File: src/rtl/core_pc_pred.sv
// Fetch-address stage: PC register plus BTB / gshare PHT / global-history next-PC prediction.
// Prediction is combinational off the PC register; training is written at the clock edge from the resolving stage.
module core_pc_pred #(
  parameter logic [31:0] RESET_PC = 32'h0000_0000,
  parameter int          BTB_IDX  = 4,
  parameter int          PHT_IDX  = 6
) (
  input  logic        clk,
  input  logic        rst,
  input  logic        pc_we,
  input  logic        redirect,
  input  logic [31:0] redirect_pc,
  input  logic        update_v,
  input  logic [31:0] update_pc,
  input  logic        update_taken,
  input  logic [31:0] update_target,
  input  logic [1:0]  update_type,
  input  logic [1:0]  update_PHT,
  input  logic [2:0]  update_BHR,
  output logic [31:0] pc,
  output logic [31:0] pc_plus_4,
  output logic [31:0] pred_target,
  output logic [1:0]  delayed_PHT,
  output logic [2:0]  delayed_BHR,
  output logic [1:0]  btb_type,
  output logic        btb_v
);

  localparam int BTB_N = 1 << BTB_IDX;
  localparam int TAG_W = 30 - BTB_IDX;
  localparam int PHT_N = 1 << PHT_IDX;

  logic [31:0]      pc_reg;
  logic [31:0]      pc_next;
  logic [2:0]       bhr_reg;

  logic             btb_valid_reg  [BTB_N];
  logic [TAG_W-1:0] btb_tag_reg    [BTB_N];
  logic [31:0]      btb_target_reg [BTB_N];
  logic [1:0]       btb_type_reg   [BTB_N];
  logic [1:0]       pht_reg        [PHT_N];

  // Fetch-side lookup
  logic [BTB_IDX-1:0] fetch_bidx;
  logic [TAG_W-1:0]   fetch_tag;
  logic [PHT_IDX-1:0] fetch_pidx;
  logic               btb_hit;
  logic [1:0]         pht_rd;
  logic               pred_taken;

  assign fetch_bidx = pc_reg[BTB_IDX+1:2];
  assign fetch_tag  = pc_reg[31:BTB_IDX+2];
  assign fetch_pidx = pc_reg[PHT_IDX+1:2] ^ PHT_IDX'(bhr_reg);

  assign btb_hit    = btb_valid_reg[fetch_bidx] && (btb_tag_reg[fetch_bidx] == fetch_tag);
  assign pht_rd     = pht_reg[fetch_pidx];
  // Unconditional kinds (jump/indirect) are always taken on a hit; conditionals follow the counter MSB.
  assign pred_taken = btb_hit && ((btb_type_reg[fetch_bidx] != 2'b00) || pht_rd[1]);

  assign pc          = pc_reg;
  assign pc_plus_4   = pc_reg + 32'd4;
  assign pred_target = pred_taken ? btb_target_reg[fetch_bidx] : pc_plus_4;
  assign btb_v       = btb_hit;
  assign btb_type    = btb_hit ? btb_type_reg[fetch_bidx] : 2'b00;
  assign delayed_PHT = pht_rd;
  assign delayed_BHR = bhr_reg;

  // Training side
  logic [BTB_IDX-1:0] upd_bidx;
  logic [TAG_W-1:0]   upd_tag;
  logic [PHT_IDX-1:0] upd_pidx;
  logic               pht_train;
  logic               btb_train;
  logic [1:0]         pht_wr;

  assign upd_bidx  = update_pc[BTB_IDX+1:2];
  assign upd_tag   = update_pc[31:BTB_IDX+2];
  assign upd_pidx  = update_pc[PHT_IDX+1:2] ^ PHT_IDX'(update_BHR);
  assign pht_train = update_v && (update_type == 2'b00);
  assign btb_train = update_v && update_taken;

  // New counter is derived from the value seen at prediction time, not the current table entry.
  always_comb begin
    pht_wr = update_PHT;
    if (update_taken) begin
      if (update_PHT != 2'b11) pht_wr = update_PHT + 2'b01;
    end else begin
      if (update_PHT != 2'b00) pht_wr = update_PHT - 2'b01;
    end
  end

  always_comb begin
    pc_next = pc_reg;
    if (redirect)   pc_next = redirect_pc;
    else if (pc_we) pc_next = pred_target;
  end

  always_ff @(posedge clk) begin
    if (rst) begin
      pc_reg  <= RESET_PC;
      bhr_reg <= 3'b000;
    end else begin
      pc_reg <= pc_next;
      if (pht_train) bhr_reg <= {bhr_reg[1:0], update_taken};
    end
  end

  always_ff @(posedge clk) begin
    if (rst) begin
      for (int i = 0; i < BTB_N; i++) btb_valid_reg[i] <= 1'b0;
      for (int i = 0; i < PHT_N; i++) pht_reg[i] <= 2'b01;
    end else begin
      if (btb_train) btb_valid_reg[upd_bidx] <= 1'b1;
      if (pht_train) pht_reg[upd_pidx] <= pht_wr;
    end
  end

  // Payload fields need no reset: they are only observed through a valid bit.
  always_ff @(posedge clk) begin
    if (!rst && btb_train) begin
      btb_tag_reg[upd_bidx]    <= upd_tag;
      btb_target_reg[upd_bidx] <= update_target;
      btb_type_reg[upd_bidx]   <= update_type;
    end
  end

endmodule

File: config.mk
export PLATFORM = sky130hd
export DESIGN_NAME = core_pc_pred
export DESIGN_NICKNAME = d
export VERILOG_FILES = /design/src/rtl/core_pc_pred.sv
export SDC_FILE = /design/constraint.sdc
export NUM_CORES = 1
export LEC_CHECK = 0
export ABC_AREA = 1
export CAP_MARGIN = 10
export CORE_ASPECT_RATIO = 0.9
export CORE_MARGIN = 2
export CORE_UTILIZATION = 29
export CTS_BUF_LIST = sky130_fd_sc_hd__clkbuf_4 sky130_fd_sc_hd__clkbuf_8 sky130_fd_sc_hd__clkbuf_16
export CTS_CLUSTER_SIZE = 20
export DETAILED_ROUTE_END_ITERATION = 10
export PLACE_DENSITY = 0.45
export SKIP_CTS_REPAIR_TIMING = 1
export SYNTH_ARGS = -nofsm -noshare
export SYNTH_HDL_FRONTEND = slang
export SYNTH_SLANG_ARGS = --single-unit
export TNS_END_PERCENT = 5
File: constraint.sdc
create_clock -name clk -period 8.6 [get_ports clk]
set_clock_uncertainty 0.15 [all_clocks]
set_input_delay 2.58 -clock clk [delete_from_list [all_inputs] [get_ports clk]]
set_output_delay 2.58 -clock clk [all_outputs]
set_load 0.1 [all_outputs]
==> results of run 1 <==
[cells by family after synthesis]
| logic type | Yosys count |
|---|---|
| AOI/OAI and AO/OA | 695 |
| and+or+nand+nor | 1965 |
| buffers and inverters | 562 |
| DFF | 1143 |
| muxes | 8 |
| xor gates and xnor gates | 34 |
| adders and majority gates | 1 |
[placed cells by master, fill, tap and decap left out, types with 42 or more instances in the layout]
master,synthesis,layout
edfxtp_1,1088,1088
inv_1,267,266
buf_4,20,112
clkbuf_16,0,136
dfxtp_1,55,51
nand3_1,434,434
o221ai_1,115,115
o22ai_1,52,52
clkdlybuf4s50_1,0,165
nand2_1,879,878
o21ai_0,374,374
nor2_1,544,522
clkbuf_4,0,42
[cells in the mapped netlist (15+ instances only)]
| cell | count | share of area, % |
|---|---|---|
| a22oi_1 | 32 | 0.49 |
| o21ai_0 | 374 | 3.8 |
| dfxtp_1 | 55 | 2.2 |
| buf_4 | 20 | 0.31 |
| inv_1 | 267 | 2.0 |
| a31oi_1 | 32 | 0.41 |
| nand2_2 | 31 | 0.40 |
| buf_6 | 21 | 0.48 |
| o211ai_1 | 39 | 0.60 |
| nand2_1 | 879 | 6.7 |
| and2_1 | 32 | 0.41 |
| o22ai_1 | 52 | 0.66 |
| a21oi_1 | 41 | 0.42 |
| buf_1 | 15 | 0.11 |
| o221ai_1 | 115 | 2.1 |
| xor2_1 | 29 | 0.52 |
| nand3_1 | 434 | 4.4 |
| nor2_1 | 544 | 4.2 |
| edfxtp_1 | 1088 | 67 |
| buf_2 | 65 | 0.66 |
| clkbuf_1 | 165 | 1.3 |
[power groups by stage]
stage               Sequential [mW]  Combinational [mW]  Clock, mW
CTS                            6.22                1.38       5.71
detailed placement             6.33                1.38          0
finish                         6.22                1.38       5.58
floorplan                      6.37               0.795          0
global placement               6.33                1.38          0
global route                   6.22                1.48       5.93
[worst reg2reg max path, stage by stage, from the launching register on]
cell,delay [ps]
dfxtp_4,820
inv_8,460
buf_4,520
nor2_1,110
o21ai_0,90
nand3_1,110
nand3_1,220
nand2_1,170
nand2_1,60
nand2_1,70
nand2_1,60
nor2_1,140
nand3_1,140
nor2_4,520
buf_4,330
nand3_1,130
nand3_1,120
a21oi_1,140
[routing by layer]
metal | global-route usage [%] | vias up
met2 | 31.3 | 889
met5 | 0 | -
met1 | 23.3 | 16700
met3 | 2.74 | 310
met4 | 8.87 | 10
li1 | - | 15900
[layout make-up]
class / instances / area, sq um / share of cell area (%)
flip-flops and latches: 1143 / 33800 / 58.4
multi-input cells: 2703 / 13000 / 22.5
clock buffers: 184 / 3800 / 6.57
repair buffers: 298 / 2880 / 4.98
well taps: 2247 / 2810 / 4.86
inverters: 274 / 1050 / 1.81
clock inverters: 64 / 522 / 0.902
diodes: 2 / 5.00 / 0.00865
[metrics by stage]
stage          instance area [sq um]  hold WS (ps)  utilization, %  power (mW)
2_1_floorplan                  49000           279               -        7.17
3_3_place_gp                   53500           294            31.8        7.71
3_5_place_dp                   53500           315            31.8        7.71
4_1_cts                        57900           331            34.4        13.3
5_1_grt                        57900           349            34.4        13.6
6_report                       57900           327            34.4        13.2
[final timing paths]
check | depth (start not counted) | endpoint | slack, ps | start
worst max register to register | 17 | flip-flop | 4060 | flip-flop
worst min register to register | 2 | btb_valid_reg[12] | 330 | btb_valid_reg[12]
worst max-delay path | 17 | pred_target[30] | 650 | flip-flop
worst min-delay path | 2 | btb_valid_reg[12] | 330 | btb_valid_reg[12]
==> flow_summary.yaml, run 1 <==
logic_synthesis:
  yosysWarnings: 0
  synth_compound_area_share_pct: 8.58
  synth.avg_cell_area_sq_um: 11.1
  ys_ff_latch: 1143
  ys.flop_type: "edfxtp_1"
  synth_fa_ha_area_share_pct: 0.0255
  synthXorXnorAreaFrac_pct: 0.608
  synth_mux_area_share_pct: 0.163
  seq_area_frac_synth_pct: 68.9
  syn_area_sq_um: 49000
  synthCells: 4408
  async_flop_share_pct: 0
  synth.net_count: 4518
  yosys.area_share.simple_pct: 16.7
  synth_top_family_by_area: "simple AND/OR/NAND/NOR gates"
  netlist-cell-type-count: 41
  synth_edf_count: 1088
route:
  dr_wl_met2_um: 79500
  wl_per_cell_um: 23.6
  drt-met1-wl_um: 68400
  ant_nets: 0
  viasPerCell: 4.89
  met3_length_um: 7180
  drcViolationCount: 0
  routed_wl_um: 163000
  vias: 33800
  first_pass_iters: 5
  topRoutingLayerUsed: "met5"
  drt_first_iter_violations: 2716
power_and_ir_drop:
  p_leak_nw: 20.3
  clkPwrFrac_pct: 42.4
  peakVddDrop_mv: 0.193
  p_int_mw: 9.75
  power_switching_mw: 3.42
  p_sw_share_pct: 26.0
  pwr-share-seq_pct: 47.2
  combPwrFrac_pct: 10.4
  p_per_area_nw_per_um2: 228
setup_path:
  crit_arrival_ps: 5220
  cp_num_buf_inv: 4
  max_stage_delay_ps: 820
  worstSetupPathType: "flip-flop to output port"
  worstPathRequired_ps: 5870
  cp_top_family: "simple AND/OR/NAND/NOR gates"
  cp_cell_sequence: "inv_8, buf_4, nor2_1, o21ai_0, nand3_1, nand3_1, nand2_1, nand2_1, nand2_1, nand2_1, nor2_1, nand3_1, nor2_4, buf_4, nand3_1, and2_1, buf_4"
  cp-start-kind: "flip-flop"
  worst_path_max_delay_cell: "dfxtp_4"
  worstSetupEndpointType: "output port"
  critPathMaxFanout: 106
cts:
  clock_latency_ps: 770
  max-clock-path-buffers: 3
  clockRootBuffer: "clkbuf_16"
  cts_buffers: 135
  clock_sink_count: 1143
  cts_tree: "done"
  cts.htree.levels: 4
  clk_pin_slew_ps: 60
sta:
  maxSlewViolCount: 0
  period_share_pct: 92.4
  max_freq_mhz: 126
  maxSlewHeadroom_pct: 21.7
  layout_setup_ws_ps: 654
  rsz0062_at_grt: "false"
  worst_pin_slew_ps: 1170
  fin_crit_ps: 7950
  hold_viol: 0
  final.setup.tns_ps: 0
  finalSetupViolations: 0
placement:
  place_inst: 6665
  dp_hpwl_um: 94000
  routabilityCongestion: 0.947
  portBuffers: 210
  pre_cts_ws_ps: 1510
global_route:
  grt_pass1_vias: 32700
  track_usage_pct: 18.6
  grt_start_max_net_pins: 188
  grt_pass1_wl_um: 234000
  grt_overflow: 0
  antenna_found_initial: 17
job:
  cap_violations: 0
floorplanning:
  die-height_um: 394
  dieArea_sq_um: 172000
  num_rows: 143
  initial_core_util_pct: 29.1
  die_w_um: 437
  core_area_sq_um: 168000
  ios: 213
finish:
  area_growth_pct: 18.1
  fin_nets: 4665
  final_cell_count_no_fill: 6915
  drive_gt1_share_pct: 9.34
  largest_reg_flops: 512
  nFillCells: 16700
status:
  status: "complete, no violations"
worst_hold_path:
  min-delay-path-class: "flip-flop to flip-flop"
Power figures use the tool's default switching activity.
==> inputs of run 2 (changes only) <==
--- a/config.mk
+++ b/config.mk
@@ -14,6 +14,7 @@
 export CTS_CLUSTER_SIZE = 20
 export DETAILED_ROUTE_END_ITERATION = 10
 export PLACE_DENSITY = 0.45
+export REMOVE_ABC_BUFFERS = 1
 export SKIP_CTS_REPAIR_TIMING = 1
 export SYNTH_ARGS = -nofsm -noshare
 export SYNTH_HDL_FRONTEND = slang
==> constraint.sdc (replaced) <==
create_clock -name clk -period 9 [get_ports clk]
set_clock_uncertainty 0.15 [all_clocks]
set_input_delay 2.7 -clock clk [delete_from_list [all_inputs] [get_ports clk]]
set_output_delay 2.7 -clock clk [all_outputs]
set_load 0.1 [all_outputs]
==> run 2 against run 1 <==
Net effect: combinational power is 7% lower; first-iteration DRC count is 8.6% higher; worst hold slack better by 2.7 ps; via count is 0.55% lower; global-route usage is 0.26 points lower; utilization is 0.055 points lower; non-clock buffer count is 10 lower; die area stayed put; sequential power is 4.3% lower; flip-flop and latch count stayed put; clock power is 4.7% lower; critical path depth is 2 higher; critical endpoint is now pred_target[17].
==> flow_summary.yaml, run 2 (same netlist as run 1, synthesis figures left out) <==
setup_path:
  critPathMaxFanout: 134
  crit_arrival_ps: 5270
  cp_num_buf_inv: 5
  worstSetupEndpointType: "output port"
  cp_cell_sequence: "inv_8, buf_12, nor2_1, nor2_1, o21ai_0, nand3_1, nand3_1, nand2_1, nand2_1, nand2_1, nand2_1, nor2_1, nand3_1, nor2_4, buf_4, buf_4, nand3_1, and2_1, buf_4"
  cp_top_family: "simple AND/OR/NAND/NOR gates"
  cp-start-kind: "flip-flop"
  worst_path_max_delay_cell: "inv_8"
  worstSetupPathType: "flip-flop to output port"
  max_stage_delay_ps: 700
  worstPathRequired_ps: 6150
job:
  cap_violations: 0
finish:
  fin_nets: 4651
  multi_input_area_sq_um: 13000
  final_cell_count_no_fill: 6887
  final_common_cell: "edfxtp_1"
  largest_reg_flops: 512
  drive_gt1_share_pct: 8.82
  final_cell_mix: "edfxtp_1, nand2_1, nor2_1"
  area_growth_pct: 17.9
  regArea_sq_um: 33800
  nFillCells: 16700
cts:
  cts_buffers: 131
  clock_sink_count: 1143
  max-clock-path-buffers: 3
  clock_latency_ps: 770
  clockRootBuffer: "clkbuf_16"
  cts.htree.levels: 4
  clk_pin_slew_ps: 60
  cts_tree: "done"
power_and_ir_drop:
  p_per_area_nw_per_um2: 217
  p_leak_nw: 20.2
  peakVddDrop_mv: 0.209
global_route:
  track_usage_pct: 18.3
  grt_overflow: 0
  grt_start_max_net_pins: 173
  grt_pass1_vias: 32200
  antenna_found_initial: 16
  grt_pass1_wl_um: 231000
route:
  ant_nets: 0
  drt_first_iter_violations: 2949
  viasPerCell: 4.88
  routed_wl_um: 161000
  first_pass_iters: 6
  vias: 33600
  wl_per_cell_um: 23.3
  drcViolationCount: 0
status:
  status: "complete, no violations"
floorplanning:
  dieArea_sq_um: 172000
  ios: 213
  die-height_um: 394
  initial_core_util_pct: 29.1
  die_w_um: 437
  num_rows: 143
  core_area_sq_um: 168000
sta:
  max_freq_mhz: 123
  worst_pin_slew_ps: 1150
  maxSlewHeadroom_pct: 23.2
  final.setup.tns_ps: 0
  rsz0062_at_grt: "false"
  hold_viol: 0
  fin_crit_ps: 8120
  layout_setup_ws_ps: 880
  period_share_pct: 90.2
  maxSlewViolCount: 0
  finalSetupViolations: 0
worst_hold_path:
  min-delay-path-class: "flip-flop to flip-flop"
  min_from: "btb_valid_reg[13]"
placement:
  routabilityCongestion: 0.843
  portBuffers: 210
  dp_hpwl_um: 89400
  pre_cts_ws_ps: 1650
  place_inst: 6655
-- run 2: cell count changes in the layout (fill, tap and decap cells not counted), sizes merged --
cell           before  now
buf               133  116
diode               2    4
clkinv             46   39
clkdlybuf4s50     165  172
bufinv              4    7
inv               286  277
clkbuf            184  177
-- run 2: layout make-up --
| class | instances | area share (%) |
|---|---|---|
| timing repair buffer | 288 | 4.93 |
| inverter | 274 | 1.81 |
| sequential | 1143 | 58.5 |
| clock inverter | 51 | 0.862 |
| tap | 2247 | 4.87 |
| antenna | 4 | 0.0173 |
| clock buffer | 177 | 6.51 |
| multi-input combinational | 2703 | 22.5 |
-- run 2: worst paths after layout --
| kind | to | slack (ps) | cells past startpoint |
|---|---|---|---|
| min reg2reg | btb_valid_reg[13] | 330 | 2 |
| min | btb_valid_reg[13] | 330 | 2 |
| max reg2reg | pc[17] | 4440 | 19 |
| max | pred_target[17] | 880 | 19 |
-- run 2: where the power goes --
group          switching (mW)  internal, mW  leakage [nW]
Combinational           0.962         0.324          7.76
Clock                    2.18          3.13          2.12
Sequential             0.0587          5.89          10.3
Total                    3.20          9.35          20.2
-- run 2: per-stage QoR --
stage | utilization, % | hold WS (ps) | total power, mW | cell area [sq um]
final | 34.3 | 329 | 12.6 | 57800
after CTS | 34.3 | 329 | 12.7 | 57800
after global placement | 31.8 | 314 | 7.36 | 53500
after floorplan | - | 279 | 6.84 | 47600
after detailed placement | 31.8 | 320 | 7.36 | 53500
after global routing | 34.3 | 346 | 13.0 | 57800
-- run 2: layer usage --
layer | vias up | track usage [%] | wire length (um)
li1 | 15800 | - | -
met1 | 16700 | 24.1 | 69400
met2 | 860 | 30.6 | 78800
met3 | 231 | 2.59 | 6920
met4 | 12 | 6.77 | 5440
met5 | - | 0 | 71
-- run 2: worst register-to-register path: stages (launching register included) --
cell and delay [ps]:
dfxtp_4 490, inv_8 730, buf_12 410, nor2_1 70, nor2_1 70, o21ai_0 90, nand3_1 110, nand3_1 230
nand2_1 210, nand2_1 70, nand2_1 90, nand2_1 50, nor2_1 140, nand3_1 130, nor2_4 480, buf_4 280
buf_4 190, nand3_1 200, nand3_1 160, a21oi_1 70
